[src/rtl/planta_pkg.sv]
// Shared constants, soil FSM state type and saturation helper for the irrigation plant model.
package planta_pkg;

    localparam int TICK_DIV_DEF   = 1000;
    localparam int LOW_TH_DEF     = 40;
    localparam int MED_TH_DEF     = 120;
    localparam int HIGH_TH_DEF    = 200;
    localparam int FILL_RATE_DEF  = 4;
    localparam int DRIP_RATE_DEF  = 1;
    localparam int SPRAY_RATE_DEF = 3;
    localparam int SOIL_ON_DEF    = 160;
    localparam int SOIL_OFF_DEF   = 96;

    // Soil moisture credit per tick for each watering mode, and evaporation loss.
    localparam int SOIL_DRIP_GAIN  = 2;
    localparam int SOIL_SPRAY_GAIN = 4;
    localparam int SOIL_EVAP_LOSS  = 1;

    localparam int NUM_SENSORS = 3;
    localparam int SENSOR_LOW  = 0;
    localparam int SENSOR_MED  = 1;
    localparam int SENSOR_HIGH = 2;

    typedef enum logic {
        SECO  = 1'b0,
        UMIDO = 1'b1
    } solo_estado_t;

    function automatic logic [7:0] sat_u8(input int value);
        if (value < 0) begin
            return 8'd0;
        end else if (value > 255) begin
            return 8'd255;
        end else begin
            return value[7:0];
        end
    endfunction

endpackage

[src/rtl/planta_rega_gerador_tick.sv]
// Prescaler: one-cycle tick every DIV clocks; restarts a full period after reset release.
module gerador_tick #(
    parameter int DIV = 1000
) (
    input  logic clk,
    input  logic srst,
    output logic tick
);

    localparam int CW = (DIV > 1) ? $clog2(DIV) : 1;
    localparam logic [CW-1:0] LAST = CW'(DIV - 1);

    logic [CW-1:0] r_count;
    logic          w_wrap;

    assign w_wrap = (r_count == LAST);

    always_ff @(posedge clk) begin
        if (srst) begin
            r_count <= '0;
        end else if (w_wrap) begin
            r_count <= '0;
        end else begin
            r_count <= r_count + 1'b1;
        end
    end

    // Gated by reset so no update can slip through in the reset cycle.
    assign tick = w_wrap & ~srst;

endmodule

[src/rtl/planta_rega.sv]
// Irrigation plant model: tank volume, soil moisture with hysteresis FSM, level sensors.
// Optional PLANTA_FALHA_SENSOR_EN adds falhaSensor, which masks mediumLevel.
module planta_rega
    import planta_pkg::*;
#(
    parameter int TICK_DIV   = TICK_DIV_DEF,
    parameter int LOW_TH     = LOW_TH_DEF,
    parameter int MED_TH     = MED_TH_DEF,
    parameter int HIGH_TH    = HIGH_TH_DEF,
    parameter int FILL_RATE  = FILL_RATE_DEF,
    parameter int DRIP_RATE  = DRIP_RATE_DEF,
    parameter int SPRAY_RATE = SPRAY_RATE_DEF,
    parameter int SOIL_ON    = SOIL_ON_DEF,
    parameter int SOIL_OFF   = SOIL_OFF_DEF
) (
    input  logic       clock,
    input  logic       reset,
    input  logic       valvulaEntrada,
    input  logic       gotejamento,
    input  logic       aspersao,
`ifdef PLANTA_FALHA_SENSOR_EN
    input  logic       falhaSensor,
`endif
    output logic       highLevel,
    output logic       mediumLevel,
    output logic       lowLevel,
    output logic       umidadeSolo,
    output logic [7:0] nivelVolume
);

    localparam logic [7:0] SOIL_ON8  = SOIL_ON[7:0];
    localparam logic [7:0] SOIL_OFF8 = SOIL_OFF[7:0];
    localparam logic [8*NUM_SENSORS-1:0] SENSOR_TH = {HIGH_TH[7:0], MED_TH[7:0], LOW_TH[7:0]};

    logic                    w_tick;
    logic [7:0]              r_vol;
    logic [7:0]              r_soil;
    logic [7:0]              w_vol_next;
    logic [7:0]              w_soil_next;
    int                      w_vol_sum;
    int                      w_soil_sum;
    solo_estado_t            r_state;
    solo_estado_t            w_state_next;
    logic [NUM_SENSORS-1:0]  w_sensor;

    gerador_tick #(
        .DIV (TICK_DIV)
    ) u_gerador_tick (
        .clk  (clock),
        .srst (reset),
        .tick (w_tick)
    );

    // Net sum is formed at full width first, so fill and draw cancel before saturation.
    always_comb begin
        w_vol_sum = int'(r_vol);
        if (valvulaEntrada) begin
            w_vol_sum = w_vol_sum + FILL_RATE;
        end
        if (gotejamento) begin
            w_vol_sum = w_vol_sum - DRIP_RATE;
        end
        if (aspersao) begin
            w_vol_sum = w_vol_sum - SPRAY_RATE;
        end
        w_vol_next = sat_u8(w_vol_sum);
    end

    // Watering only wets the soil when the tank actually had water before this tick.
    always_comb begin
        w_soil_sum = int'(r_soil) - SOIL_EVAP_LOSS;
        if (r_vol != 8'd0) begin
            if (gotejamento) begin
                w_soil_sum = w_soil_sum + SOIL_DRIP_GAIN;
            end
            if (aspersao) begin
                w_soil_sum = w_soil_sum + SOIL_SPRAY_GAIN;
            end
        end
        w_soil_next = sat_u8(w_soil_sum);
    end

    always_ff @(posedge clock) begin
        if (reset) begin
            r_vol  <= 8'd0;
            r_soil <= 8'd0;
        end else if (w_tick) begin
            r_vol  <= w_vol_next;
            r_soil <= w_soil_next;
        end
    end

    always_ff @(posedge clock) begin
        if (reset) begin
            r_state <= SECO;
        end else if (w_tick) begin
            r_state <= w_state_next;
        end
    end

    // Transitions judge the moisture this tick produces, so state and moisture stay in step.
    always_comb begin
        w_state_next = r_state;
        case (r_state)
            SECO:    if (w_soil_next >= SOIL_ON8)  w_state_next = UMIDO;
            UMIDO:   if (w_soil_next <  SOIL_OFF8) w_state_next = SECO;
            default: w_state_next = SECO;
        endcase
    end

    always_comb begin
        umidadeSolo = (r_state == UMIDO);
    end

    genvar gi;
    generate
        for (gi = 0; gi < NUM_SENSORS; gi++) begin : g_sensor
            assign w_sensor[gi] = (r_vol >= SENSOR_TH[gi*8 +: 8]);
        end
    endgenerate

    assign lowLevel  = w_sensor[SENSOR_LOW];
    assign highLevel = w_sensor[SENSOR_HIGH];
`ifdef PLANTA_FALHA_SENSOR_EN
    assign mediumLevel = w_sensor[SENSOR_MED] & ~falhaSensor;
`else
    assign mediumLevel = w_sensor[SENSOR_MED];
`endif
    assign nivelVolume = r_vol;

endmodule
[config.mk]
export PLATFORM = sky130hd
export DESIGN_NAME = planta_rega
export DESIGN_NICKNAME = d
export VERILOG_FILES = /design/src/rtl/planta_pkg.sv /design/src/rtl/planta_rega_gerador_tick.sv /design/src/rtl/planta_rega.sv
export SDC_FILE = /design/constraint.sdc
export NUM_CORES = 1
export LEC_CHECK = 0
export ABC_AREA = 1
export CELL_PAD_IN_SITES_DETAIL_PLACEMENT = 0
export CELL_PAD_IN_SITES_GLOBAL_PLACEMENT = 2
export CORE_AREA = 4 4 129 81
export CTS_CLUSTER_DIAMETER = 150
export DETAILED_ROUTE_END_ITERATION = 16
export DIE_AREA = 0 0 133 85
export HOLD_SLACK_MARGIN = 0.03
export PLACE_DENSITY_LB_ADDON = 0.1
export SETUP_SLACK_MARGIN = 0.15
export SLEW_MARGIN = 10
export SYNTH_ARGS = -nofsm -noshare
export SYNTH_HDL_FRONTEND = slang
export SYNTH_SLANG_ARGS = --single-unit
[constraint.sdc]
create_clock -name clock -period 3.7 [get_ports clock]
set_input_delay 0.37 -clock clock [delete_from_list [all_inputs] [get_ports clock]]
set_output_delay 0.37 -clock clock [all_outputs]
set_load 0.005 [all_outputs]
* Word level (Yosys, flattened, before mapping)
Index checks and enable logic that the tools add are counted.
Word-level totals: flip-flop bits (word level) 27, input bits 5, output and inout bits 12, logic and storage cells 40
Operators by class: add/sub/neg operators 7, $lt $le $gt $ge 9, equality and inequality tests 1, multiplexer cells 14, bitwise logic cells 3, reduce and logical (&&, ||, !) cells 2
Operators by type and width (count):
- $mux 32 | 6
- $gt 32x9->1 const B | 2
- $lt 32x1->1 const B | 2
- $add 32x4->32 const B | 1
- $mux 8 | 4
- $sub 32x2->32 const B | 1
- $sub 32x3->32 const B | 1
- $ge 8x8->1 const B | 2
- $add 10x1->10 const B | 1
- $add 9x3->10 const B | 1
- $eq 10x10->1 const B | 1
- $add 8x3->9 const B | 1
- $mux 9 | 1
- $sub 8x1->9 const B | 1
- $ge 8x6->1 const B | 1
- $ge 8x7->1 const B | 1
- $lt 8x7->1 const B | 1
- $reduce_bool 8->1 | 1
- $mux 1 | 2
- $not 1->1 | 2
- $pmux 1 s2 | 1
- $reduce_or 2->1 | 1
- $and 1x1->1 | 1

* Depth between registers and ports, before layout
Gate-level depths: netlist (run 1).
depth in word-level cells 13, mapped depth 30, mapped depth without buffers 30

* By module
Synthesis (run 1) repeated with hierarchy kept, for this count alone.
Unflattened totals: cells, all modules 450, area total of the unflattened synthesis 2805.2 sq um
By module, submodules not included:
- planta_rega | instances 1, cells an instance 388, area each 2348.5 sq um, seq. area each 340.3 sq um
- gerador_tick | instances 1, cells an instance 62, area each 456.7 sq um, seq. area each 200.2 sq um

* Worst setup path before layout (run 1)
OpenSTA, ideal clock, no wires.
path type register to register, start point register r_soil[0], end point register r_state, in the netlist umidadeSolo, library setup time 0.114 ns, arrival 3.308 ns, data required time 3.586 ns, slack 0.278 ns, stages on the path, launching flop included 28, path buffers 0, period minus slack after synthesis 3.422 ns, cells stage by stage dfxtp_1 -> inv_2 -> ha_1 -> inv_1 -> nand2_1 -> nand2_1 -> ha_1 -> nand2_1 -> inv_1 -> nand3_1 -> nand2_1 -> inv_1 -> ha_1 -> nand3_1 -> or2_2 -> ha_1 -> nor3_1 -> nand4_1 -> nor3_1 -> o21ai_0 -> nor2_1 -> nand2_1 -> nand2_2 -> nand2_4 -> o21bai_4 -> nand2_1 -> a21oi_1 -> nor2_1
Between the ends: longest elaborated chain between the ends 13, elaborated cells on any way between the ends 16, classes of those cells add/sub (3); order compare (4); mux (9)
Ends and longest elaborated chain:
- start, declared | line planta_rega.sv:37 | logic [7:0] r_soil;
- start signal, assigned | line planta_rega.sv:89 | r_soil <= w_soil_next;
- $sub 8x1->9 (*) | line planta_rega.sv:71 | w_soil_sum = int'(r_soil) - SOIL_EVAP_LOSS;
- $add 9x3->10 | line planta_rega.sv:74 | w_soil_sum = w_soil_sum + SOIL_DRIP_GAIN;
- $mux 32 | line planta_rega.sv:73 | if (gotejamento) begin
- $mux 32 | line planta_rega.sv:72 | if (r_vol != 8'd0) begin
- $add 32x4->32 | line planta_rega.sv:77 | w_soil_sum = w_soil_sum + SOIL_SPRAY_GAIN;
- $mux 32 | line planta_rega.sv:76 | if (aspersao) begin
- $mux 32 (*) | line planta_rega.sv:72
- $gt 32x9->1 | line planta_pkg.sv:32 | end else if (value > 255) begin
- $mux 8 | line planta_pkg.sv:32
- $mux 8 (*) | line planta_pkg.sv:30 | if (value < 0) begin
- $lt 8x7->1 / $ge 8x8->1 (equally long branches) | line planta_rega.sv:106, planta_rega.sv:105
- $mux 1 (on tied branches) | line planta_rega.sv:106, planta_rega.sv:105
- $pmux 1 s2 (*) | line planta_rega.sv:104 | case (r_state)
- end signal, assigned | line planta_rega.sv:97 | r_state <= w_state_next;
- end, declared | line planta_rega.sv:42 | solo_estado_t r_state;
Every way passes the cells marked *; elsewhere a longest branch is shown, timed or not. The select of a mux whose other input is x is not followed. A chain may end at the register's enable or synchronous reset.

* Final worst setup path (run 1)
start point register r_soil[1], end point register r_soil[4]
Between the ends: longest elaborated chain between the ends 10, elaborated cells on any way between the ends 11, classes of those cells add/sub (3); order compare (2); mux (6)
Ends and longest elaborated chain (line):
- $sub 8x1->9 (*) | planta_rega.sv:71
- $add 9x3->10 | planta_rega.sv:74
- $mux 32 | planta_rega.sv:73
- $mux 32 | planta_rega.sv:72
- $add 32x4->32 | planta_rega.sv:77
- $mux 32 | planta_rega.sv:76
- $mux 32 (*) | planta_rega.sv:72
- $gt 32x9->1 | planta_pkg.sv:32
- $mux 8 | planta_pkg.sv:32
- $mux 8 (*) | planta_pkg.sv:30
Marks and branches as above.

==> results, run 1 <==
- The upper clock frequency limit is 295 MHz.
- The floorplan has 27 rows.
- In the post-synthesis netlist, the biggest area contributors are dfxtp_1, nand2_1, ha_1.
- The final count of pins violating max slew is 0.
- In this run, synthesis inferred 0 flip-flops with an integrated enable.
- Dividing total power by cell area gives a power density of 210 nW/µm².
- The total number of yosys warnings is 0.
- For the worst-skew pair, the clock arrives at the later sink with an insertion delay of 0.28 ns.
- STA classifies the critical path endpoint as a flop.
- The synthesized netlist devotes 42.7% of its cell area to simple gates.
- The number of failing hold endpoints at the final stage is 0.
- The worst setup path is launched from a flop.
- The number of placed I/O pins is 17.
- The synthesized-area fraction occupied by adder cells is 7.81%.
- The flow ran to the end, and the final reports show no timing, DRC or antenna violations.
- The wire length of the first global-routing pass is 12,500 µm.
- Using the TritonRoute via totals, the vias-per-cell ratio works out to 4.66.
- Summing the areas of all compound-gate instances in the mapped netlist gives 13.9% of the synthesized area.
- The filler cell count in the final layout is 986.
- The post-synthesis area per instance is 6.58 µm².
- The type of the worst min-delay path is flop to flop.
- The via count is 2,691.
- On the critical path the largest part of the delay comes from simple AND/OR/NAND/NOR gates.
- The fraction of synthesized area in multiplexers is 0.367%.
- In this run the remaining antenna-violating nets after routing total 0.
- STA puts the critical path data arrival time at 3.52 ns.
- The leftover overflow at the end of global routing is 0.
- CTS built an H-tree with a depth of 1.
- The height of the die is 85 µm.
- The fraction of layout cells with a size suffix above 1 is 26.1%.
- The initial standard-cell utilization of the core is 29.8%.
- The shortest period the worst path allows is 3.39 ns.
- The most used cell along the critical path is nand2_1.
- In the synthesized netlist the dominant register cell turns out to be dfxtp_1.
- The via count of the first global-routing pass was 2,492.
- The total of max-cap violations is 0.
- After the last flow step, the layout net total stands at 471.
- Dividing the detail-routed wire length by the instance count gives 13.4 µm.
- The initial detailed-routing violation count is 132.
- The post-route clock period utilization is 91.5%.
- The critical path is of the flop to flop type.
- The number of unique standard cell types used by synthesis is 45.
- The register area is 544 µm².
- For the final routed database, the setup TNS stands at 0 ns.
- The leakage component of the power is 0.00142 µW.
- Clock-pin slew was measured on the worst setup and hold paths at 0.08 ns.
- The maximum single-stage delay on the critical path is 0.36 ns.
- The post-placement cell count is 566.
- Of all flip-flops after synthesis, the portion carrying an async set or reset was 0%.
- Setup violations remaining at the end of the flow were counted as 0.
- The synthesized design devotes to its leading area cell type 19.8% of total area.
- The cell at the root of the clock tree is clkbuf_16.
- Synthesis handed over a netlist of 414 instances.
- The commonest cells after synthesis are nand2_1, inv_1, nor2_1.
- In this run, synthesis produced a sequential element count of 27.
- The worst-margin pin slew is 0.949 ns.
- The TritonCTS clock tree is built.
- The length of the first detailed-routing pass in iterations is 4.
- The largest area contributor in the synthesized netlist is dfxtp_1.
- The setup clock skew after layout is 0.00573 ns.
- The floorplan core area is 9160 µm².
- The number of inserted diodes is 0.
- The combined global-route utilization of all metal layers is 13.5%.
- Sequential elements use 19.8% of the synthesized area.
- The hold-fix buffer count after cts is 0.
- The peak fanout along the critical path is 8.
- The data required time at the worst endpoint is 3.83 ns.
- The clock net in this run drives a total of 27 sinks.
- VDD sags by at most 161 µV.
- The total detailed-routing wirelength is 7720 µm.
- The final routed DRC violation total is 0.
- The number of buffers created by CTS is 3.
- The synthesized netlist devotes 6.43% of its cell area to XOR and XNOR gates.
- The maximum number of pins on one net before global-route repair is 25.
- The post-synthesis instance area is 2720 µm².
- nand2_1 is the most common cell in the netlist.
- The net count after synthesis is 436.
- The cell with the biggest individual delay on the critical path is dfxtp_2.
- The number of buffers and inverters on the critical path is 5.
- No sink is reached through more buffers than the 2 on the longest clock path.
- Summing all multi-input logic gate instances after layout gives 2120 µm².
- By area, the combinational part of the netlist is dominated by simple AND/OR/NAND/NOR gates.
- Setup repair after global routing could not meet its margin everywhere.
- The count of cells in the finished layout, fillers not included, comes to 578.
- The floorplan step defined a die boundary enclosing 11,300 µm².
- The initial antenna violation count is 0.
- The final weighted congestion in routability-driven placement is 0.810.
- The wire-length estimate of the detail-placed layout is 5960 µm.
- The worst max-slew margin expressed relative to the limit is 36.6%.
- From left edge to right edge, the die measures 133 µm.
- The area growth from synthesis to layout is 26.5%.
- The count of buffers from port buffering is 16.
-- path summary, 6_finish.rpt --
path | startpoint | endpoint | slack (ns) | cells past startpoint
setup reg to reg | r_soil[1] | r_soil[4] | 0.31 | 25
setup / recovery | r_soil[1] | r_soil[4] | 0.31 | 25
hold / removal | u_gerador_tick.r_count[0] | u_gerador_tick.r_count[0] | 0.45 | 1
hold reg to reg | u_gerador_tick.r_count[0] | u_gerador_tick.r_count[0] | 0.45 | 1
-- cell families (layout without fill, tap and decap cells) --
kind of cell	after synthesis	in the layout
buffers and inverters	64	98
muxes	1	1
and+or+nand+nor	231	231
AOI/OAI and AO/OA	57	57
xor gates and xnor gates	17	17
DFF	27	27
adders and majority gates	17	17
-- registers in the layout (all words and copies together) (netlist names) --
name,count
umidadeSolo,1
r_soil,8
nivelVolume,8
u_gerador_tick.r_count,10
-- metal layers --
| layer | part of all wire, % | global-route usage (%) | up-vias |
|---|---|---|---|
| met5 | 0 | 0 | - |
| met4 | 0.57 | 2.08 | 0 |
| met3 | 3.7 | 3.32 | 5 |
| met2 | 40 | 18.8 | 32 |
| met1 | 55 | 20.9 | 1223 |
| li1 | - | - | 1431 |
-- power by group --
group          leakage [µW]  switching (µW)  internal [µW]  total [µW]
combinational       0.00116            94.3           57.0         151
sequential         0.000220            1.86            293         295
clock             0.0000415             126            151         277
-- per-stage QoR --
stage | area, µm² | worst slack (ns) | util [%] | hold slack (ns) | power, µW
detailed placement | 3100 | -0.000743 | 33.9 | 0.443 | 438
floorplan | 2720 | 0.278 | - | 0.418 | 405
finish | 3440 | 0.314 | 37.6 | 0.452 | 723
global placement | 3100 | 0.0631 | 33.9 | 0.432 | 440
CTS | 3240 | 0.155 | 35.4 | 0.455 | 722
global route | 3440 | 0.0451 | 37.6 | 0.470 | 763
-- cell usage in the layout (no fill, tap or decap), types with 4 or more instances in the layout --
cell type        count
inv_2               15
clkdlybuf4s50_1     15
xnor2_1              5
nor2_4               9
nand4_1             14
ha_1                12
nand2_2             22
o21ai_1             15
a21oi_1             16
nor3_1               6
nand2_4              5
dfxtp_1             24
nand3_1             26
nor3_2               4
xor2_1              10
nor2_1              35
o21ai_0              9
buf_4               18
nand3_2              5
nor2_2               6
nand2_1             86
inv_1               42
ha_4                 5
-- final cells by class --
| type | instances | area share [%] |
|---|---|---|
| repair buffers | 34 | 8.65 |
| multi-input cells | 323 | 61.7 |
| flip-flops and latches | 27 | 15.8 |
| clock buffers | 3 | 2.18 |
| clock inverters | 1 | 0.254 |
| well taps | 130 | 4.72 |
| inverters | 60 | 6.72 |
-- repair_timing --
| action | CTS | global route |
|---|---|---|
| gates resized for setup | 10 | 41 |
| pin swaps | 8 | 16 |
| buffers inserted | 3 | 5 |
| setup endpoints to repair | 9 | 9 |
Note: power is estimated with default switching activity, not from simulation.
==> run 2: changes to the inputs <==
CORE_AREA = 4 4 130 82   (was 4 4 129 81)
CTS_BUF_LIST = sky130_fd_sc_hd__clkbuf_4 sky130_fd_sc_hd__clkbuf_8   (was not set)
DIE_AREA = 0 0 134 86   (was 0 0 133 85)
SYNTH_HIERARCHICAL = 1   (was not set)
==> results, run 2 <==
- The least setup slack across all paths after layout is 0.313 ns.
- After floorplanning, the core was divided into 28 placement rows.
- Summing the areas of all compound-gate instances in the mapped netlist gives 10.7% of the synthesized area.
- The total setup violations reported at the end of the flow is 0.
- The number of H-tree levels is 1.
- The placed cell area is 3220 µm².
- Dividing the synthesized area by the synthesized cell count gives 6.23 µm².
- The filler cells instantiated in the layout total 1,045.
- The clock passes through at most 2 buffers.
- Counting flops with an async set or reset pin after synthesis yields a share of 0%.
- After Yosys synthesis, XOR and XNOR cells account for 6.20% of the synthesized area.
- In this run the power density over the cells is 176 nW/µm².
- The register with the most flip-flops is u_gerador_tick/r_count.
- The leftover overflow at the end of global routing is 0.
- In this run, CTS created clock tree buffers numbering 3.
- The pre-antenna-repair detailed-routing pass consisted of 4 iterations.
- By area, the combinational part of the netlist is dominated by simple AND/OR/NAND/NOR gates.
- After Yosys synthesis, and, or, nand and nor cells account for 47.4% of the synthesized area.
- The layout net count is 509.
- With fillers left out, the area of the finished cells amounts to 3600 µm².
- Using the TritonRoute via totals, the vias-per-cell ratio works out to 4.55.
- In this run the clock root is driven by a clkbuf_8.
- 17 I/O pins were placed.
- Along the worst path, the maximum fanout reaches 5.
- In this run, synthesis produced a sequential element count of 27.
- The number of nets in the synthesized netlist is 472.
- The largest total area in the synthesized netlist belongs to nand2_1.
- The top cell types in the final layout, fill and taps aside, are nand2_1, inv_1, nor2_1.
- The final weighted congestion in routability-driven placement is 0.845.
- Entering global routing, the biggest net connects 19 pins.
- The count of buffers from port buffering is 16.
- The detail-routed net length per standard cell is 13.5 µm.
- The first global-routing pass estimated 13,400 µm of wire.
- The via count of the first global-routing pass came to 2,646.
- The area share of the largest cell type after synthesis is 19.8%.
- The type of the worst min-delay path is flop to flop.
- The analysis attributes to cell leakage a power of 0.00151 µW.
- The initial standard-cell utilization of the core is 29.3%.
- The sequential area share after synthesis is 19.3%.
- TritonCTS built the clock tree.
- The die covers 11,500 µm².
- In the final timing run, aggregate negative setup slack is 0 ns.
- The total number of yosys warnings is 6.
- The post-synthesis instance area is 2810 µm².
- For the worst setup path, the data arrival time is 3.58 ns.
- The initial detailed-routing violation count is 224.
- Of the total synthesized cell area, the portion taken by full adders, half adders and majority gates is 7.58%.
- Measured against its own limit, the worst slew margin works out to 55.7%.
- The detailed placement HPWL is 6480 µm.
- The number of antenna-violating nets in the routed design is 0.
- The shortest period the worst path allows is 3.39 ns.
- The number of failing hold endpoints at the final stage came to 0.
- The total of max-cap violations is 0.
- Final hold analysis gives a worst-case slack of 0.466 ns.
- The number of flip-flops under the largest register name is 10.
- Leaving out fill and tap cells, the most frequent cell in the layout is nand2_1.
- Between clock sinks in the finished design, the worst skew comes to 0.00952 ns.
- The final count of pins violating max slew is 0.
- The commonest cells after synthesis are nand2_1, inv_1, nor2_1.
- The flow ran to the end, and the final reports show no timing, DRC or antenna violations.
- The fraction of synthesized area in multiplexers is 0.357%.
- Data on the critical path is required at its endpoint by 3.89 ns.
- The most frequently used cell type in the post-synthesis netlist is nand2_1.
- The floorplan core area is 9560 µm².
- For this run, the top clock speed supported by timing is 295 MHz.
- OpenSTA, run right after detailed placement, puts the worst setup slack at 0.0428 ns.
- The type of the worst setup path is flop to flop.
- The via count is 2,828.
- In the synthesized netlist the dominant register cell turns out to be dfxtp_1.
- After layout, the design draws a total of 634 µW.
- Clock-pin slew was measured on the worst setup and hold paths at 0.11 ns.
- The worst-case IR drop observed on VDD is 108 µV.
- The synthesized design contains 0 enable-type register cells.
- The repair_antennas step left the layout with diodes totalling 0.
- The horizontal extent of the die is 134 µm.
- The final routed DRC violation total is 0.
- The total detailed-routing wirelength is 8370 µm.
- Setup repair after global routing could not meet its margin everywhere.
- The number of sinks on the clock net is 27.
- The initial antenna violation count was 0.
- In the final layout, the share of cells above drive strength 1 is 27.6%.
- Yosys mapped the design onto 42 distinct sky130hd cell types.
- Compared with the post-synthesis result, the final layout area differs by 28.5%.
- The worst-margin pin slew is 0.663 ns.
- The height of the die is 86 µm.
- The later-pin clock latency in the skew report is 0.30 ns.
- The worst setup path is captured at a flop.
- Global routing consumed, over all layers together, 14.6% of the routing resources.
- By area the synthesized netlist is led by nand2_1, dfxtp_1, ha_1.
- The synthesized instance count is 450.
- The post-route clock period utilization is 91.5%.
- The type of element launching the critical path is a flop.
==> run 2: timing repair <==
item,4_1_cts,5_1_grt
hold buffers,0,0
endpoints found under the setup margin,5,9
pin swaps,4,34
buffers inserted,2,5
resized for setup,7,67
==> run 2: worst paths after layout <==
path	from	to	slack, ns	cells past startpoint
worst max-delay path	r_soil[0]	umidadeSolo	0.31	27
worst min register to register	u_gerador_tick/r_count[9]	u_gerador_tick/r_count[9]	0.47	2
worst min-delay path	u_gerador_tick/r_count[9]	u_gerador_tick/r_count[9]	0.47	2
worst max register to register	r_soil[0]	umidadeSolo	0.31	27
==> run 2: where the power goes <==
part | switching (µW) | internal [µW] | leakage, µW | total (µW)
registers | 2.33 | 293 | 0.000220 | 296
logic | 86.9 | 54.9 | 0.00126 | 142
clock network | 117 | 79.9 | 0.0000261 | 196
==> run 2: metal layers <==
metal	up-vias	part of all wire, %	track usage (%)
li1	1514	-	-
met1	1276	61	24.7
met2	34	36	18.6
met3	4	3.1	2.17
met4	0	0.57	2.61
met5	-	0	0
==> run 2: area by class of cell <==
cell class	instances	area, µm²	share of cell area, %
sequential	27	544	15.1
timing repair buffer	39	350	9.72
inverter	55	211	5.87
tap	135	169	4.69
clock buffer	3	41.3	1.15
clock inverter	1	8.76	0.243
multi-input combinational	361	2280	63.2
==> run 2: through the flow <==
stage	utilization, %	cells
2_1_floorplan	-	450
3_3_place_gp	33.7	610
3_5_place_dp	33.7	610
4_1_cts	34.6	616
5_1_grt	37.7	621
6_report	37.7	621
==> run 2: cells by family (layout without fill, tap and decap cells) <==
family / count (synthesis) / count (layout)
buffers and inverters: 62 / 98
and+or+nand+nor: 273 / 273
adders and majority gates: 17 / 17
xor gates and xnor gates: 19 / 19
DFF: 27 / 27
muxes: 1 / 1
AOI/OAI and AO/OA: 51 / 51
==> run 2: critical path, stage by stage, from the launching register on <==
cell and delay [ns]:
dfxtp_2 0.35, inv_2 0.07, ha_4 0.16, inv_2 0.04
nand2_2 0.06, nand2_4 0.06, ha_4 0.16, nand2_4 0.07
inv_2 0.04, nand3_4 0.08, nand2_1 0.07, inv_1 0.09
ha_2 0.21, nand3_2 0.12, nor2_4 0.18, nand2_2 0.07
ha_1 0.29, nand3_2 0.07, o41ai_2 0.33, nand2_1 0.08
inv_1 0.07, nand4_2 0.09, nand2_4 0.12, nand2_4 0.06
a21oi_4 0.13, nand2_1 0.07, nand2_1 0.07, a21oi_2 0.05
